$ cat config.mk
export PLATFORM = sky130hd
export DESIGN_NAME = alu_sequencer
export DESIGN_NICKNAME = d
export VERILOG_FILES = /design/src/rtl/alu_seq_defs.sv /design/src/rtl/alu_seq_decode.sv /design/src/rtl/alu_sequencer.sv
export SDC_FILE = /design/constraint.sdc
export NUM_CORES = 1
export LEC_CHECK = 0
export BUFFER_PORTS_ARGS = -buffer_cell sky130_fd_sc_hd__buf_2
export CAP_MARGIN = 10
export CORE_AREA = 4 4 77 115
export DETAILED_ROUTE_END_ITERATION = 7
export DIE_AREA = 0 0 81 119
export GPL_ROUTABILITY_DRIVEN = 1
export PLACE_DENSITY = 0.69
export SYNTH_ARGS = -nofsm -noshare
export SYNTH_HDL_FRONTEND = slang
export SYNTH_SLANG_ARGS = --single-unit
$ cat constraint.sdc
create_clock -name clk -period 2.7 [get_ports clk]
set_clock_uncertainty 0.05 [all_clocks]
set_input_delay 0.405 -clock clk [delete_from_list [all_inputs] [get_ports clk]]
set_output_delay 0.405 -clock clk [all_outputs]
set_load 0.05 [all_outputs]
$ cat src/rtl/alu_seq_defs.sv
// Shared encodings for the ALU sequencer: request op codes, ALU Oper codes,
// FSM states and operand-source selects.
package alu_seq_defs;

  typedef enum logic [3:0] {
    OpAdd  = 4'b0000,
    OpSub  = 4'b0001,
    OpAnd  = 4'b0010,
    OpOr   = 4'b0011,
    OpXor  = 4'b0100,
    OpAndn = 4'b0101,
    OpSeq  = 4'b0110,
    OpSlt  = 4'b0111,
    OpSle  = 4'b1000,
    OpRol  = 4'b1001,
    OpRor  = 4'b1010,
    OpBtr  = 4'b1011,
    OpSlbi = 4'b1100
  } req_op_e;

  typedef enum logic [3:0] {
    AluRol = 4'b0000,
    AluAdd = 4'b0100,
    AluAnd = 4'b0101,
    AluOr  = 4'b0110,
    AluXor = 4'b0111,
    AluSll = 4'b1000,
    AluBtr = 4'b1001,
    AluRor = 4'b1010
  } alu_oper_e;

  typedef enum logic [1:0] {
    StIdle,
    StPass1,
    StPass2,
    StResp
  } state_e;

  typedef enum logic [1:0] {
    OpndAB,
    OpndAShift8,
    OpndTmpImm
  } opnd_sel_e;

  // SLBI first pass shifts A left by this amount through the ALU shifter.
  localparam logic [15:0] SlbiShift = 16'd8;

endpackage

$ cat src/rtl/alu_seq_decode.sv
// Combinational map from (request op, pass) to ALU controls, operand source,
// pass count and illegal-op flag.
module alu_seq_decode
  import alu_seq_defs::*;
(
  input  logic [3:0] op,
  input  logic       pass2,
  output logic [3:0] oper,
  output logic       cin,
  output logic       inv_a,
  output logic       inv_b,
  output logic       sign,
  output logic [1:0] opnd_sel,
  output logic       two_pass,
  output logic       illegal
);

  always_comb begin
    oper     = AluAdd;
    cin      = 1'b0;
    inv_a    = 1'b0;
    inv_b    = 1'b0;
    sign     = 1'b0;
    opnd_sel = OpndAB;
    two_pass = 1'b0;
    illegal  = 1'b0;
    case (op)
      OpAdd: sign = 1'b1;
      // SUB computes B - A as ~A + B + 1.
      OpSub, OpSlt: begin
        inv_a = 1'b1;
        cin   = 1'b1;
        sign  = 1'b1;
      end
      OpAnd:        oper = AluAnd;
      OpOr:         oper = AluOr;
      OpXor, OpSeq: oper = AluXor;
      OpAndn: begin
        oper  = AluAnd;
        inv_b = 1'b1;
      end
      OpSle: begin
        two_pass = 1'b1;
        if (!pass2) begin
          oper = AluXor;
        end else begin
          inv_a = 1'b1;
          cin   = 1'b1;
          sign  = 1'b1;
        end
      end
      OpRol: oper = AluRol;
      OpRor: oper = AluRor;
      OpBtr: oper = AluBtr;
      OpSlbi: begin
        two_pass = 1'b1;
        if (!pass2) begin
          oper     = AluSll;
          opnd_sel = OpndAShift8;
        end else begin
          oper     = AluOr;
          opnd_sel = OpndTmpImm;
        end
      end
      default: illegal = 1'b1;
    endcase
  end

endmodule

$ cat src/rtl/alu_sequencer.sv
// Sequences compound ops over an external combinational ALU in one or two
// passes and returns the result through a valid/ready response port.
module alu_sequencer
  import alu_seq_defs::*;
(
  input  logic        clk,
  input  logic        rst,
  input  logic        req_valid,
  output logic        req_ready,
  input  logic [3:0]  req_op,
  input  logic [15:0] req_a,
  input  logic [15:0] req_b,
  output logic [15:0] alu_InA,
  output logic [15:0] alu_InB,
  output logic [3:0]  alu_Oper,
  output logic        alu_Cin,
  output logic        alu_invA,
  output logic        alu_invB,
  output logic        alu_sign,
  input  logic [15:0] alu_Out,
  input  logic        alu_Zero,
  input  logic        alu_Ofl,
  output logic        rsp_valid,
  input  logic        rsp_ready,
  output logic [15:0] rsp_data,
  output logic        rsp_ofl,
  output logic        rsp_zero,
  output logic        rsp_err
);

  state_e      state_q, state_d;
  logic [3:0]  op_q, op_d;
  logic [15:0] a_q, a_d, b_q, b_d, tmp_q, tmp_d;
  logic        eq_q, eq_d;
  logic [15:0] rsp_data_q, rsp_data_d;
  logic        rsp_ofl_q, rsp_ofl_d, rsp_zero_q, rsp_zero_d, rsp_err_q, rsp_err_d;

  logic [3:0]  dec_op, dec_oper;
  logic [1:0]  dec_opnd_sel;
  logic        dec_cin, dec_inv_a, dec_inv_b, dec_sign, dec_two_pass, dec_illegal;
  logic        lt;
  logic [15:0] res_data;
  logic        res_ofl;

  // In IDLE the decoder looks at the offered op so illegal ones can skip the passes.
  assign dec_op = (state_q == StIdle) ? req_op : op_q;

  alu_seq_decode u_decode (
    .op       (dec_op),
    .pass2    (state_q == StPass2),
    .oper     (dec_oper),
    .cin      (dec_cin),
    .inv_a    (dec_inv_a),
    .inv_b    (dec_inv_b),
    .sign     (dec_sign),
    .opnd_sel (dec_opnd_sel),
    .two_pass (dec_two_pass),
    .illegal  (dec_illegal)
  );

  assign req_ready = (state_q == StIdle);
  assign rsp_valid = (state_q == StResp);
  assign rsp_data  = rsp_data_q;
  assign rsp_ofl   = rsp_ofl_q;
  assign rsp_zero  = rsp_zero_q;
  assign rsp_err   = rsp_err_q;

  always_comb begin
    alu_InA  = '0;
    alu_InB  = '0;
    alu_Oper = AluAdd;
    alu_Cin  = 1'b0;
    alu_invA = 1'b0;
    alu_invB = 1'b0;
    alu_sign = 1'b0;
    if (state_q == StPass1 || state_q == StPass2) begin
      alu_Oper = dec_oper;
      alu_Cin  = dec_cin;
      alu_invA = dec_inv_a;
      alu_invB = dec_inv_b;
      alu_sign = dec_sign;
      case (dec_opnd_sel)
        OpndAShift8: begin
          alu_InA = a_q;
          alu_InB = SlbiShift;
        end
        OpndTmpImm: begin
          alu_InA = tmp_q;
          alu_InB = {8'h00, b_q[7:0]};
        end
        default: begin
          alu_InA = a_q;
          alu_InB = b_q;
        end
      endcase
    end
  end

  // Signed A < B from the B - A pass: strictly positive difference.
  assign lt = ~alu_Zero & ~(alu_Out[15] ^ alu_Ofl);

  always_comb begin
    res_data = alu_Out;
    case (op_q)
      OpSeq:   res_data = {15'b0, alu_Zero};
      OpSlt:   res_data = {15'b0, lt};
      OpSle:   res_data = {15'b0, eq_q | lt};
      default: res_data = alu_Out;
    endcase
    res_ofl = (op_q == OpAdd || op_q == OpSub) & alu_Ofl;
  end

  always_comb begin
    state_d    = state_q;
    op_d       = op_q;
    a_d        = a_q;
    b_d        = b_q;
    tmp_d      = tmp_q;
    eq_d       = eq_q;
    rsp_data_d = rsp_data_q;
    rsp_ofl_d  = rsp_ofl_q;
    rsp_zero_d = rsp_zero_q;
    rsp_err_d  = rsp_err_q;
    case (state_q)
      StIdle: begin
        if (req_valid) begin
          op_d = req_op;
          a_d  = req_a;
          b_d  = req_b;
          if (dec_illegal) begin
            state_d    = StResp;
            rsp_data_d = '0;
            rsp_ofl_d  = 1'b0;
            rsp_zero_d = 1'b1;
            rsp_err_d  = 1'b1;
          end else begin
            state_d = StPass1;
          end
        end
      end
      StPass1, StPass2: begin
        if (state_q == StPass1 && dec_two_pass) begin
          tmp_d   = alu_Out;
          eq_d    = alu_Zero;
          state_d = StPass2;
        end else begin
          rsp_data_d = res_data;
          rsp_ofl_d  = res_ofl;
          rsp_zero_d = (res_data == '0);
          rsp_err_d  = 1'b0;
          state_d    = StResp;
        end
      end
      StResp: begin
        if (rsp_ready) state_d = StIdle;
      end
      default: state_d = StIdle;
    endcase
  end

  always_ff @(posedge clk) begin
    if (rst) begin
      state_q    <= StIdle;
      op_q       <= '0;
      a_q        <= '0;
      b_q        <= '0;
      tmp_q      <= '0;
      eq_q       <= 1'b0;
      rsp_data_q <= '0;
      rsp_ofl_q  <= 1'b0;
      rsp_zero_q <= 1'b0;
      rsp_err_q  <= 1'b0;
    end else begin
      state_q    <= state_d;
      op_q       <= op_d;
      a_q        <= a_d;
      b_q        <= b_d;
      tmp_q      <= tmp_d;
      eq_q       <= eq_d;
      rsp_data_q <= rsp_data_d;
      rsp_ofl_q  <= rsp_ofl_d;
      rsp_zero_q <= rsp_zero_d;
      rsp_err_q  <= rsp_err_d;
    end
  end

endmodule

==> impl_metrics.ini, run 1 <==
[min_path]
hold_path_class = in2reg
holdPathStages = 3

[worst_setup_path]
crit_type = reg2out
r2r_cells = 7
worst_setup_path_end_kind = output port
required_ns = 2.25
cp-start-kind = flop
crit_arrival_ns = 2.20
path_max_fanout = 9

[synthesis]
ys_types = 51
synth_flop_cell = dfxtp_1
synth_area_leaders = dfxtp_1 (43%), nand2_1 (10%), mux2i_1 (6.1%)
synth.largest_area_cell = dfxtp_1
yosys_warnings = 0
synth_seq_cells = 74
synth_area_per_cell_um2 = 8.23
yosysTopAreaCellShare = 0.429
async_flop_share = 0
ys_top_cells_by_count = nand2_1 (95), dfxtp_1 (74), a21oi_1 (41)
synth_cells = 419
seq_area_frac_synth = 0.429
yosysMostFrequentCell = nand2_1
syn-num-nets = 481
syn_area_mm2 = 0.00345
synth_edf_count = 0

[layout]
utilization = 0.580
fin_area_mm2 = 0.00459
fin_nets = 592
area_growth_pct = 33.0
layout-drive-gt1-share = 0.318
diodes = 0

[timing]
fin_crit_ns = 2.66
rsz0062_at_grt = true
max_freq_mhz = 376
worst_slew_pin_slew_ns = 1.01
hold_viol_final = 0
setup_slack_ns = 0.0431
fin_hold_ws_ns = 0.255
period_share = 0.984
setup_violations = 0
fin_tns_setup_ns = 0
drv_slew = 0
slew_headroom = 0.322

[place]
hpwlAfterDp_um = 6630
dp_slack_ns = 0.162
place_area_mm2 = 0.00413
portBuffers = 118
place_congestion = 0.850

[clock_network]
tritoncts = built
clk_latency_ns = 0.33
cts-htree-levels = 3
cts_root_buffer = clkbuf_16
clk_path_buf_depth = 2
cts_sinks = 74
cts_made_buffers = 9
path_clk_slew_ns = 0.06

[floorplan]
die_y_um = 119
dieWidth_um = 81
rows = 40
dieArea_mm2 = 0.00964
io_pins = 119
fp.coreArea_mm2 = 0.00791
start_util = 0.436

[pwr]
power_frac_comb = 0.377
powerDensity_mw_per_mm2 = 884
p_leak_uw = 0.00197
switching_power_uw = 1560
p_sw_frac = 0.384
p_int_uw = 2500
clkPwrFrac = 0.306
ir_drop_v = 0.000449
seq_power_share = 0.317

[detailed_routing]
routed_via_density = 5.16
drc = 0
routed_wl_um = 9390
ant_nets = 0
routed-via-count = 3298
wl_per_cell_um = 14.7
drt_iter0_markers = 225
firstDrtPassIters = 4

[global_route]
grt_pass1_wl_um = 15400
antenna_found_initial = 0
grt_overflow = 0
grt_pass1_vias = 3278
grtUsageTotal = 0.204
grt_max_degree = 60

[outcome]
status = completed

[flow_run]
maxCapViolCount = 0
## what timing repair did
action | in CTS | in global routing
gates cloned | 0 | 0
endpoints found under the setup margin | 8 | 37
endpoints found under the hold margin | 0 | 0
hold buffers | 0 | 0
resized for setup | 3 | 40
pin swaps | 1 | 2
setup buffers | 6 | 0
## layout make-up
cell class	instances	area, um2
timing repair buffer	133	790
fill	762	3320
clock buffer	9	225
inverter	7	26.3
clock inverter	6	82.6
sequential	74	1480
multi-input combinational	305	1850
tap	105	131
## cells in the final DEF (no fill, tap or decap), drive strengths merged, types with 4 or more instances in the layout
cell type / n
a21oi: 41
a22o: 15
and2: 9
and3: 8
buf: 113
clkbuf: 29
dfxtp: 74
ha: 4
inv: 7
mux2i: 21
nand2: 96
nand3: 18
nor2: 26
nor3: 6
o21a: 4
o21ai: 20
## sequential cells by signal, summed over array words and instances, names as in the netlist
| name | count |
|---|---|
| a_q | 16 |
| state_q | 2 |
| rsp_zero | 1 |
| rsp_err | 1 |
| rsp_data | 16 |
| eq_q | 1 |
| op_q | 4 |
| tmp_q | 16 |
| rsp_ofl | 1 |
| b_q | 16 |
## power by group through the flow
stage	sequential [uW]	combinational, uW	clock, uW
6_report	1280	1530	1240
4_1_cts	1280	1490	1270
5_1_grt	1300	1650	1310
3_3_place_gp	1300	1420	0
3_5_place_dp	1300	1440	0
2_1_floorplan	1430	988	0
## metrics by stage
step | cells | total power [uW]
floorplan | 419 | 2420
detailed placement | 618 | 2740
finish | 639 | 4060
global placement | 618 | 2720
global route | 639 | 4260
CTS | 639 | 4040
## routing by layer
layer,GRT usage,part of all wire,routed length [um],vias to the layer above
met2,0.337,0.50,4730,101
met5,0,0,0,-
met1,0.235,0.40,3750,1505
li1,-,-,-,1675
met3,0.0703,0.076,711,17
met4,0.0825,0.021,200,0
## cell families after synthesis
group | synth area share
AND/OR/NAND/NOR | 0.247
AO/OA/AOI/OAI | 0.185
flip-flops | 0.429
buffers and inverters | 0.0537
multiplexers | 0.0686
adder cells (fa/ha/maj) | 0.0145
XOR/XNOR | 0.00254
## worst paths after layout
kind / startpoint / endpoint / slack, ns
setup / recovery: state_q[0] / alu_InB[3] / 0.04
hold / removal: req_b[7] / b_q[7] / 0.25
setup reg to reg: state_q[0] / rsp_data[13] / 0.47
hold reg to reg: b_q[4] / b_q[4] / 0.40
## worst max-delay path: stages, from the launching register on
cell	delay, ns
dfxtp_2	0.34
inv_2	0.08
ha_4	0.20
mux2_4	0.34
buf_4	0.16
o211ai_1	0.12
buf_4	0.21
nor2_1	0.05
o21a_1	0.16
buf_2	0.20
Power figures use the tool's default switching activity.
==> run 2: changes to the inputs <==
--- a/config.mk
+++ b/config.mk
@@ -5,13 +5,13 @@
 export SDC_FILE = /design/constraint.sdc
 export NUM_CORES = 1
 export LEC_CHECK = 0
-export BUFFER_PORTS_ARGS = -buffer_cell sky130_fd_sc_hd__buf_2
 export CAP_MARGIN = 10
 export CORE_AREA = 4 4 77 115
 export DETAILED_ROUTE_END_ITERATION = 7
 export DIE_AREA = 0 0 81 119
+export DONT_BUFFER_PORTS = 1
 export GPL_ROUTABILITY_DRIVEN = 1
-export PLACE_DENSITY = 0.69
+export PLACE_DENSITY = 0.56
 export SYNTH_ARGS = -nofsm -noshare
 export SYNTH_HDL_FRONTEND = slang
 export SYNTH_SLANG_ARGS = --single-unit
==> impl_metrics.ini, run 2 (same netlist as run 1, synthesis figures left out) <==
[clock_network]
cts_root_buffer = clkbuf_16
clk_latency_ns = 0.33
tritoncts = built
path_clk_slew_ns = 0.06
cts_sinks = 74
cts_made_buffers = 9
hold_buffers = 0
cts-htree-levels = 3
clk_path_buf_depth = 2

[detailed_routing]
routed_wl_um = 9990
drt_iter0_markers = 140
ant_nets = 0
firstDrtPassIters = 6
wl_per_cell_um = 17.7
routed_via_density = 5.54
routed-via-count = 3129
drc = 0

[pwr]
ir_drop_v = 0.000490
p_total_uw = 4260
p_leak_uw = 0.00179
powerDensity_mw_per_mm2 = 898

[global_route]
grt_pass1_vias = 3121
grt_max_degree = 61
antenna_found_initial = 0
grt_overflow = 0
grtUsageTotal = 0.206
grt_pass1_wl_um = 15400

[timing]
hold_viol_final = 0
setup_violations = 0
setup_slack_ns = 0.0341
fin_crit_ns = 2.67
drv_slew = 0
period_share = 0.987
worst_slew_pin_slew_ns = 0.989
max_freq_mhz = 375
fin_hold_ws_ns = 0.0895
slew_headroom = 0.339
rsz0062_at_grt = true

[place]
place_congestion = 0.915
placedCellCount = 539
portBuffers = 0
hpwlAfterDp_um = 6780
dp_slack_ns = 0.242

[flow_run]
maxCapViolCount = 0

[layout]
fin_nets = 517
diodes = 0
final_cell_mix = nand2_1 (95), dfxtp_1 (72), a21oi_1 (41)
layout-drive-gt1-share = 0.259
stdcell_count = 565
utilization = 0.599
area_growth_pct = 37.4
final_common_cell = nand2_1

[floorplan]
die_y_um = 119
rows = 40
io_pins = 119
dieArea_mm2 = 0.00964
fp.coreArea_mm2 = 0.00791
start_util = 0.436
dieWidth_um = 81

[min_path]
hold_path_class = in2reg
holdPathStages = 1

[outcome]
status = completed

[worst_setup_path]
cp_cell_sequence = inv_2, ha_4, mux2_4, buf_6, o2111ai_4, clkbuf_16, nand3_2, o21ai_2, buf_6
critPathMostFrequentCell = buf_6
crit_slowest_cell = dfxtp_2
crit_type = reg2out
r2r_cells = 7
max_stage_delay_ns = 0.34
rrSetupSlack_ns = 0.35
crit_arrival_ns = 2.21
path_max_fanout = 8
worst_setup_path_end_kind = output port
required_ns = 2.25
cp-start-kind = flop
run 2: cell types whose count changed in the layout (fill, tap and decap cells not counted), sizes merged:
| cell | change |
|---|---|
| buf | -57 |
| clkinv | -3 |
| clkinvlp | -1 |
| inv | +1 |
| clkbuf | -14 |
run 2: through the flow:
stage               setup TNS (ns)  cell area [um2]
floorplan                  -0.0436             3480
global placement                 0             4070
detailed placement               0             4070
CTS                              0             4430
global route                -0.715             4740
finish                           0             4740
run 2: layout make-up:
class                      count  area [um2]
clock buffer                  13         270
clock inverter                 3        68.8
fill                         751        3170
inverter                       7        28.8
multi-input combinational    305        1960
sequential                    74        1490
tap                          105         131
timing repair buffer          58         788
run 2: worst paths after layout:
kind	from	end
min	rst	rsp_ofl
max reg2reg	state_q[1]	rsp_data[4]
max	state_q[1]	alu_InA[13]
min reg2reg	b_q[10]	b_q[10]
run 2: power by group:
part | switching (uW) | internal [uW] | total, uW
clock | 458 | 889 | 1350
combinational | 911 | 559 | 1470
sequential | 227 | 1210 | 1440
run 2: layer usage:
| metal | global-route usage | vias to the layer above | wire length, um |
|---|---|---|---|
| met5 | 0 | - | 0 |
| met4 | 0.0729 | 0 | 182 |
| met3 | 0.0900 | 17 | 928 |
| met2 | 0.347 | 105 | 5030 |
| met1 | 0.224 | 1485 | 3850 |
| li1 | - | 1522 | - |
run 2: what timing repair did:
| action | 4_1_cts | 5_1_grt |
|---|---|---|
| setup buffers | 2 | 5 |
| setup endpoints to repair | 4 | 32 |
| gates resized for setup | 3 | 49 |
| cloned | 0 | 3 |
| pin swaps | 1 | 4 |
run 2: worst max-delay path: cells and delay by family (launching register included):
kind | cells | cell delay, ns
and+or+nand+nor | 1 | 0.08
adders and majority gates | 1 | 0.21
muxes | 1 | 0.34
buffers and inverters | 4 | 0.65
AOI/OAI and AO/OA | 2 | 0.25
DFF | 1 | 0.34
